## config.mk

```make
export PLATFORM = sky130hd
export DESIGN_NAME = gpio_port_flat
export DESIGN_NICKNAME = d
export VERILOG_FILES = /design/src/rtl/gpio_pkg.sv /design/src/rtl/gpio_if.sv /design/src/rtl/gpio_sync.sv /design/src/rtl/gpio_port.sv /design/src/flat_wrapper.sv
export SDC_FILE = /design/constraint.sdc
export NUM_CORES = 1
export LEC_CHECK = 0
export BUFFER_PORTS_ARGS = -buffer_cell sky130_fd_sc_hd__buf_2
export CORE_ASPECT_RATIO = 0.8
export CORE_UTILIZATION = 45
export CTS_CLUSTER_DIAMETER = 30
export DETAILED_ROUTE_END_ITERATION = 8
export GPL_ROUTABILITY_DRIVEN = 0
export PLACE_DENSITY = 0.84
export SETUP_SLACK_MARGIN = 0.2
export SLEW_MARGIN = 20
export SYNTH_ARGS = -nofsm -noshare
export SYNTH_HDL_FRONTEND = slang
export SYNTH_HIERARCHICAL = 1
export SYNTH_SLANG_ARGS = --single-unit
```

## constraint.sdc

```tcl
create_clock -name clk -period 1.3 [get_ports clk]
set_clock_uncertainty 0.15 [all_clocks]
set_input_delay 0.13 -clock clk [delete_from_list [all_inputs] [get_ports clk]]
set_output_delay 0.13 -clock clk [all_outputs]
set_load 0.02 [all_outputs]
```

## src/rtl/gpio_pkg.sv

```systemverilog
// Shared register map and bus width for the GPIO peripheral.
// Edge interrupts are built only when GPIO_IRQ_EN is defined.
package gpio_pkg;

  localparam int unsigned DATA_W = 32;

  localparam logic [4:0] OFF_OUT  = 5'h00;
  localparam logic [4:0] OFF_DIR  = 5'h04;
  localparam logic [4:0] OFF_IN   = 5'h08;
  localparam logic [4:0] OFF_SET  = 5'h0C;
  localparam logic [4:0] OFF_CLR  = 5'h10;
  localparam logic [4:0] OFF_MASK = 5'h14;
  localparam logic [4:0] OFF_STAT = 5'h18;

  typedef enum logic [2:0] {
    REG_OUT  = 3'd0,
    REG_DIR  = 3'd1,
    REG_IN   = 3'd2,
    REG_SET  = 3'd3,
    REG_CLR  = 3'd4,
    REG_MASK = 3'd5,
    REG_STAT = 3'd6,
    REG_RSVD = 3'd7
  } gpio_reg_e;

endpackage

```

## src/rtl/gpio_if.sv

```systemverilog
// Core data bus as seen by the GPIO peripheral (active-low chip select, 1-cycle read).
interface gpio_if;
  import gpio_pkg::*;

  logic              cs;
  logic              we;
  logic [4:0]        addr;
  logic [DATA_W-1:0] wdata;
  logic [DATA_W-1:0] rdata;
  logic              rvalid;

  modport master (output cs, we, addr, wdata, input rdata, rvalid);
  modport slave  (input cs, we, addr, wdata, output rdata, rvalid);
endinterface

```

## src/rtl/gpio_sync.sv

```systemverilog
// Per-pin input synchroniser: SYNC_STAGES flops, asynchronously reset to 0.
module gpio_sync #(
  parameter int unsigned WIDTH       = 8,
  parameter int unsigned SYNC_STAGES = 2
) (
  input  logic             clk,
  input  logic             rst_n,
  input  logic [WIDTH-1:0] d,
  output logic [WIDTH-1:0] q
);

  logic [SYNC_STAGES-1:0][WIDTH-1:0] chain_q;

  always_ff @(posedge clk or negedge rst_n) begin
    if (!rst_n) begin
      chain_q <= '0;
    end else begin
      chain_q <= {chain_q[SYNC_STAGES-2:0], d};
    end
  end

  assign q = chain_q[SYNC_STAGES-1];

endmodule

```

## src/rtl/gpio_port.sv

```systemverilog
// Memory-mapped GPIO: output/direction registers, atomic SET/CLR, synchronised input.
// Rising-edge interrupts (MASK/STAT/irq) are present only when GPIO_IRQ_EN is defined.
module gpio_port
  import gpio_pkg::*;
#(
  parameter int unsigned WIDTH       = 8,
  parameter int unsigned SYNC_STAGES = 2
) (
  input  logic             clk,
  input  logic             rst_n,
  gpio_if.slave            bus,
  input  logic [WIDTH-1:0] pin_in,
  output logic [WIDTH-1:0] pin_out,
  output logic [WIDTH-1:0] pin_oe,
  output logic             irq
);

  gpio_reg_e         sel;
  logic              wr, rd;
  logic [WIDTH-1:0]  wdat;
  logic [WIDTH-1:0]  in_sync;
  logic [WIDTH-1:0]  out_q, out_d, dir_q, dir_d;
  logic [WIDTH-1:0]  mask_rd, stat_rd;
  logic [WIDTH-1:0]  rmux;
  logic [DATA_W-1:0] rdata_q;
  logic              rvalid_q;
  logic              unused_bus;

  assign sel  = gpio_reg_e'(bus.addr[4:2]);
  assign wr   = !bus.cs && bus.we;
  assign rd   = !bus.cs && !bus.we;
  assign wdat = bus.wdata[WIDTH-1:0];

  // Whole-word reduction marks the ignored upper data and byte-lane bits as intentionally unused.
  assign unused_bus = ^{bus.wdata, bus.addr[1:0]};

  gpio_sync #(
    .WIDTH       (WIDTH),
    .SYNC_STAGES (SYNC_STAGES)
  ) u_sync (
    .clk   (clk),
    .rst_n (rst_n),
    .d     (pin_in),
    .q     (in_sync)
  );

  always_comb begin
    out_d = out_q;
    dir_d = dir_q;
    if (wr) begin
      case (sel)
        REG_OUT: out_d = wdat;
        REG_DIR: dir_d = wdat;
        REG_SET: out_d = out_q | wdat;
        REG_CLR: out_d = out_q & ~wdat;
        default: ;
      endcase
    end
  end

`ifdef GPIO_IRQ_EN
  logic [WIDTH-1:0] prev_q, mask_q, mask_d, stat_q, stat_d;
  logic             irq_q;

  always_comb begin
    mask_d = mask_q;
    stat_d = stat_q;
    if (wr && sel == REG_MASK) mask_d = wdat;
    if (wr && sel == REG_STAT) stat_d = stat_q & ~wdat;
    // Applied after the W1C so a same-cycle rising edge wins.
    stat_d = stat_d | (in_sync & ~prev_q);
  end

  always_ff @(posedge clk or negedge rst_n) begin
    if (!rst_n) begin
      prev_q <= '0;
      mask_q <= '0;
      stat_q <= '0;
      irq_q  <= 1'b0;
    end else begin
      prev_q <= in_sync;
      mask_q <= mask_d;
      stat_q <= stat_d;
      irq_q  <= |(stat_q & mask_q);
    end
  end

  assign mask_rd = mask_q;
  assign stat_rd = stat_q;
  assign irq     = irq_q;
`else
  assign mask_rd = '0;
  assign stat_rd = '0;
  assign irq     = 1'b0;
`endif

  always_comb begin
    rmux = '0;
    case (sel)
      REG_OUT:  rmux = out_q;
      REG_DIR:  rmux = dir_q;
      REG_IN:   rmux = in_sync;
      REG_MASK: rmux = mask_rd;
      REG_STAT: rmux = stat_rd;
      default:  rmux = '0;
    endcase
  end

  always_ff @(posedge clk or negedge rst_n) begin
    if (!rst_n) begin
      out_q    <= '0;
      dir_q    <= '0;
      rdata_q  <= '0;
      rvalid_q <= 1'b0;
    end else begin
      out_q    <= out_d;
      dir_q    <= dir_d;
      rdata_q  <= rd ? DATA_W'(rmux) : '0;
      rvalid_q <= rd;
    end
  end

  assign pin_out    = out_q;
  assign pin_oe     = dir_q;
  assign bus.rdata  = rdata_q;
  assign bus.rvalid = rvalid_q;

endmodule

```

## src/flat_wrapper.sv

```systemverilog
// flat-port wrapper written by rule: the top's interface ports become plain ports
module gpio_port_flat import gpio_pkg::*;
#(
  parameter int unsigned WIDTH       = 8,
  parameter int unsigned SYNC_STAGES = 2
)
  (clk, rst_n, pin_in, pin_out, pin_oe, irq, bus_cs, bus_we, bus_addr, bus_wdata, bus_rdata, bus_rvalid);
  gpio_if bus_i ();
  input  logic clk;
  input  logic rst_n;
  input  logic [WIDTH-1:0] pin_in;
  output logic [WIDTH-1:0] pin_out;
  output logic [WIDTH-1:0] pin_oe;
  output logic irq;
  input wire logic [$bits(bus_i.cs)-1:0] bus_cs;
  input wire logic [$bits(bus_i.we)-1:0] bus_we;
  input wire logic [$bits(bus_i.addr)-1:0] bus_addr;
  input wire logic [$bits(bus_i.wdata)-1:0] bus_wdata;
  output wire logic [$bits(bus_i.rdata)-1:0] bus_rdata;
  output wire logic [$bits(bus_i.rvalid)-1:0] bus_rvalid;
  assign bus_i.cs = bus_cs;
  assign bus_i.we = bus_we;
  assign bus_i.addr = bus_addr;
  assign bus_i.wdata = bus_wdata;
  assign bus_rdata = bus_i.rdata;
  assign bus_rvalid = bus_i.rvalid;
  gpio_port #(.WIDTH(WIDTH), .SYNC_STAGES(SYNC_STAGES)) u_core (.clk(clk), .rst_n(rst_n), .bus(bus_i), .pin_in(pin_in), .pin_out(pin_out), .pin_oe(pin_oe), .irq(irq));
endmodule
```

# Word level (Yosys, flattened, before mapping)
# Cells that the tools add are included.
# word_totals
regBits	65
latch_bits	0
mem_bits_rw	0
rom_bits	0
inputBits	49
out_inout_bits	50
n_memories	0
# op_classes
addsub	0
n_mul	0
div	0
order_cmp	0
eq_ne	4
shift	0
mux	3
bitwise	3
n_reduce_logical	8
# ops
cell	n
8-bit case mux with 3 select lines	2
8-bit bitwise AND	1
8-bit 2-to-1 mux	1
8-bit NOT	1
8-bit OR	1
3-bit by 2-bit equality test with 1-bit output (second input constant)	2
2-bit AND reduction	2
3-bit by 1-bit equality test with 1-bit output (second input constant)	1
3-bit equality test (second input constant)	1
3-bit logical NOT	1
3-bit nonzero test	1
1-bit logical AND	2
1-bit logical NOT	2

# Longest topological paths before layout
# logic_depth
ltp_word	3
ltp_mapped	5
mapped_depth_nobuf	3

# Hierarchy
# The synthesis kept the hierarchy.
# by_module_without_submodules
module	instances	cells_each	area_each_um2	seq_area_each_um2
gpio_port	1	138	1500.2	625.6
gpio_sync	1	24	460.4	400.4

# Worst setup path before layout
# OpenSTA, ideal clock, no wires.
# synth_timing
path_kind	input to register
from	input port bus_cs
to	register u_core.dir_q[1], in the netlist u_core/pin_oe[1]
setup_ps	125
arrival_ps	1092
required_ps	1025
setup_slack_ps	-67
stages	5
path_cell_list	and4bb_1 > buf_6 > nor2b_4 > buf_6 > mux2_2
# synth_between
elab_chain_len	3
# synth_lines
element	line	text
start: declaration	flat_wrapper.sv:15	input wire logic [$bits(bus_i.cs)-1:0] bus_cs;
1-bit logical NOT	gpio_port.sv:30	assign wr = !bus.cs && bus.we;
1-bit logical AND	gpio_port.sv:30	
2-bit AND reduction (no line)	-	
end signal: assignment	gpio_port.sv:117	dir_q <= dir_d;
end: declaration	gpio_port.sv:22	logic [WIDTH-1:0] out_q, out_d, dir_q, dir_d;
# Every way passes these cells.
# A chain may end at the register's enable or synchronous reset.

# Worst setup path after layout
# layout_timing
from	register u_core.out_q[2], in the netlist u_core/pin_out[2]
to	output port pin_out[2]
# layout_rtl
element	line	text
start: declaration	gpio_port.sv:22	
start signal: assignment	gpio_port.sv:116	out_q <= out_d;
end: declaration	flat_wrapper.sv:12	output logic [WIDTH-1:0] pin_out;
# No word-level cell between the ends.

==> summary.md <==
| Metric | Value |
|---|---|
| Average cell area after synthesis | `about 12 um2` |
| Cell area power density | `1220 nW/um2` |
| Part of the Yosys area used for sequential elements | `between 50% and 60%` |
| Run status | `completed` |
| Arrival @ worst endpoint | `just under 900 ps` |
| Area share of xor/xnor cells in the synthesized design | `0%` |
| Crit path max fanout | `4` |
| Via count of the first global-routing pass | `~1.3k` |
| Number of placement rows | `21` |
| Reg-to-reg startpoint | `u_core/pin_out[0]` |
| Crit path largest cell delay | `about 450 ps` |
| Count of clock tree sinks | `between 40 and 50` |
| TritonCTS clock tree | `built` |
| Detailed-placement wirelength estimate | `2580 um` |
| Placed Cells | `258` |
| Global-route congestion overflow total | `0` |
| Post-route core utilization | `approximately two thirds` |
| Multiplexer share of the synthesized area | `a little under a tenth` |
| CTS Root Buffer Type | `sky130_fd_sc_hd__clkbuf_8` |
| Cell variety after synth | `23` |
| Placed Instance Area | `2170 um2` |
| Max Fclk | `0.852 GHz` |
| Via count of the routed design | `1387` |
| Final setup violation count | `0` |
| Drt first-iter violations | `34` |
| Clk buf depth | `2` |
| Commonest cells after routing, fill and taps aside | `sky130_fd_sc_hd__dfrtp_1 (33), sky130_fd_sc_hd__buf_6 (27), sky130_fd_sc_hd__conb_1 (25)` |
| First-pass GRT wire length | `between 6000 and 7000 um` |
| RSZ-0062 raised after global routing | `yes` |
| Global-route track usage on met2 | `32.7%` |
| Starting utilization of the core area | `46.9%` |
| Simple-gate share of the synthesized area | `9.76%` |
| Number of ports placed on the die boundary | `99` |
| Total number of nets in the final design | `between 200 and 300` |
| Adder and majority gate portion of the synthesized area | `0%` |
| Buffers & Inverters on Critical Path | `1` |
| Leakage power | `around 1.3 nW` |
| Post-synthesis register bit count | `41` |
| Non-Filler Cell Area, Final | `~2800 um2` |
| Syn. warnings | `6` |
| Hold Startpoint | `bus_wdata[5]` |
| Core region area | `around 4200 um2` |
| Worst min-delay path category | `in -> reg` |
| Number of iterations in the first detailed-routing pass | `4` |
| Tot Pwr | `~3.4 mW` |
| Clock-pin slew on the worst setup and hold paths | `80 ps` |
| Met1 routing resource usage after global routing | `25.7%` |
| Origin of the worst setup path | `u_core/pin_out[2]` |
| Combinational family with the most area after synthesis | `buffers and inverters` |
| Crit-path slowest cell | `sky130_fd_sc_hd__dfrtp_2` |
| Fin cells | `291` |
| Cell count after synthesis | `around 160` |
| CTS H-tree lvls | `2` |
| Met3 demand-to-capacity share in global routing | `under 10%` |
| Overall routed net length | `around 4400 um` |
| Initial antenna violation count | `0` |
| Count of input and output buffers | `47` |
| Die Width | `around 76 um` |
| DRC violations left | `0` |
| Period minus WS final | `1170 ps` |
| Number of pins with negative max-slew slack in the final report | `0` |
| Number of max-capacitance violations reported | `0` |
| Post-DRT Antenna Nets | `0` |
| Setup Crit Path Kind | `reg -> out` |
| Cells traversed along the worst timing path | `buf_6` |
| CP endpoint kind | `output pin` |
| Inserted Clock Buffers | `5` |
| Data required time at the worst endpoint | `around 1000 ps` |
| Category of cells accounting for the largest share of critical-path delay | `flip-flops` |
| WL/cell | `approximately 15 um` |
| Vertical die dimension | `61.0 um` |
| Number of inserted diodes | `0` |
| Most frequent standard cell in the layout excluding fill and tap cells | `sky130_fd_sc_hd__dfrtp_1` |
| DIE AREA | `between 4000 and 5000 um2` |
| Maximum number of pins on one net before global-route repair | `42` |
| Number of failing hold endpoints at the final stage | `0` |
| Compound-gate portion of the synthesized area | `approximately an eighth` |
| Clock latency of the later-clocked register in the worst-skew pair | `approximately 300 ps` |
| Area grow syn2layout | `41.0%` |
| GRT Overall Usage | `about a fifth` |
| Synthesized area | `between 1500 and 2000 um2` |
| Startpoint types | `flip-flop` |
| Fin crit share | `between 90% and 100%` |
| Drt via density | `~4.8` |
| Share of final-layout standard cells stronger than drive strength 1 | `between 40% and 50%` |
| Most used routing layer in global routing | `met2` |
| Worst IR Drop VDD | `0.000551 V` |
kinds of logic after synthesis:
kind of cell | count (synthesis)
AOI/OAI and AO/OA | 33
buffers and inverters | 41
DFF | 41
muxes | 16
other | 1
and+or+nand+nor | 30
cell type report:
type                            count  area (um2)
Timing Repair Buffer               80         739
Tap cell                           57        71.3
Multi-Input combinational cell    105         802
Clock inverter                      1        30.0
Fill cell                         305        1410
Sequential cell                    41        1040
Clock buffer                        7        86.3
layer usage:
metal | vias up | wire [um]
met2 | 49 | 2040
met4 | 0 | 72
li1 | 638 | -
met5 | - | 0
met3 | 7 | 225
met1 | 693 | 2050
per-stage QoR:
| step | setup slack [ps] | hold WS [ps] | setup TNS (ps) |
|---|---|---|---|
| after CTS | 131 | 32.9 | 0 |
| final | 127 | 31.4 | 0 |
| after global placement | -254 | -36.9 | -3150 |
| after detailed placement | -324 | -31.0 | -3780 |
| after global routing | 104 | 50.6 | 0 |
| after floorplan | -49.3 | -316 | -573 |
cells in the mapped netlist, drive strengths merged:
| cell | number | area share [%] |
|---|---|---|
| dfrtp | 41 | 52 |
| buf | 39 | 15 |
| nor2b | 10 | 3.6 |
| a21o | 8 | 3.1 |
| a21oi | 8 | 2.0 |
| a221o | 8 | 4.1 |
| mux2 | 8 | 5.4 |
| mux2i | 8 | 4.1 |
| nand2 | 8 | 1.5 |
| o21a | 8 | 3.1 |
| or2 | 8 | 2.6 |
| clkbuf | 2 | 0.38 |
| a2111o | 1 | 0.57 |
| and4bb | 1 | 0.64 |
| conb | 1 | 0.19 |
| nor2 | 1 | 0.19 |
| nor3 | 1 | 0.83 |
| or3b | 1 | 0.45 |
power breakdown:
group          switching (mW)  internal (mW)
Clock                   0.436          0.626
Sequential             0.0939           1.38
Combinational           0.387          0.436
Total                   0.917           2.45
sequential cells by signal (all words and copies together), names as in the netlist:
name,flops
u_core/pin_oe,8
u_core/u_sync/q,8
u_core/u_sync/chain_q,8
u_core/bus.rvalid,1
u_core/pin_out,8
u_core/bus.rdata,8
final timing paths:
path | slack, ps | cells after the start | endpoint
min reg2reg | 190 | 0 | u_core/u_sync/q[3]
min in group asynchronous | 170 | 3 | u_core/pin_oe[7]
max reg2reg | 140 | 2 | u_core/pin_out[0]
max | 130 | 1 | pin_out[2]
max in group asynchronous | 610 | 3 | u_core/pin_out[1]
min | 30 | 3 | u_core/pin_out[5]
repair_timing:
| item | CTS | global route |
|---|---|---|
| gates cloned | 0 | 1 |
| resized for setup | 56 | 20 |
| hold buffers | 19 | 0 |
| buffers inserted | 4 | 1 |
| hold endpoints to repair | 66 | 0 |
| pin swaps | 8 | 11 |
| setup endpoints to repair | 43 | 49 |
(Power assumes the default switching activity.)
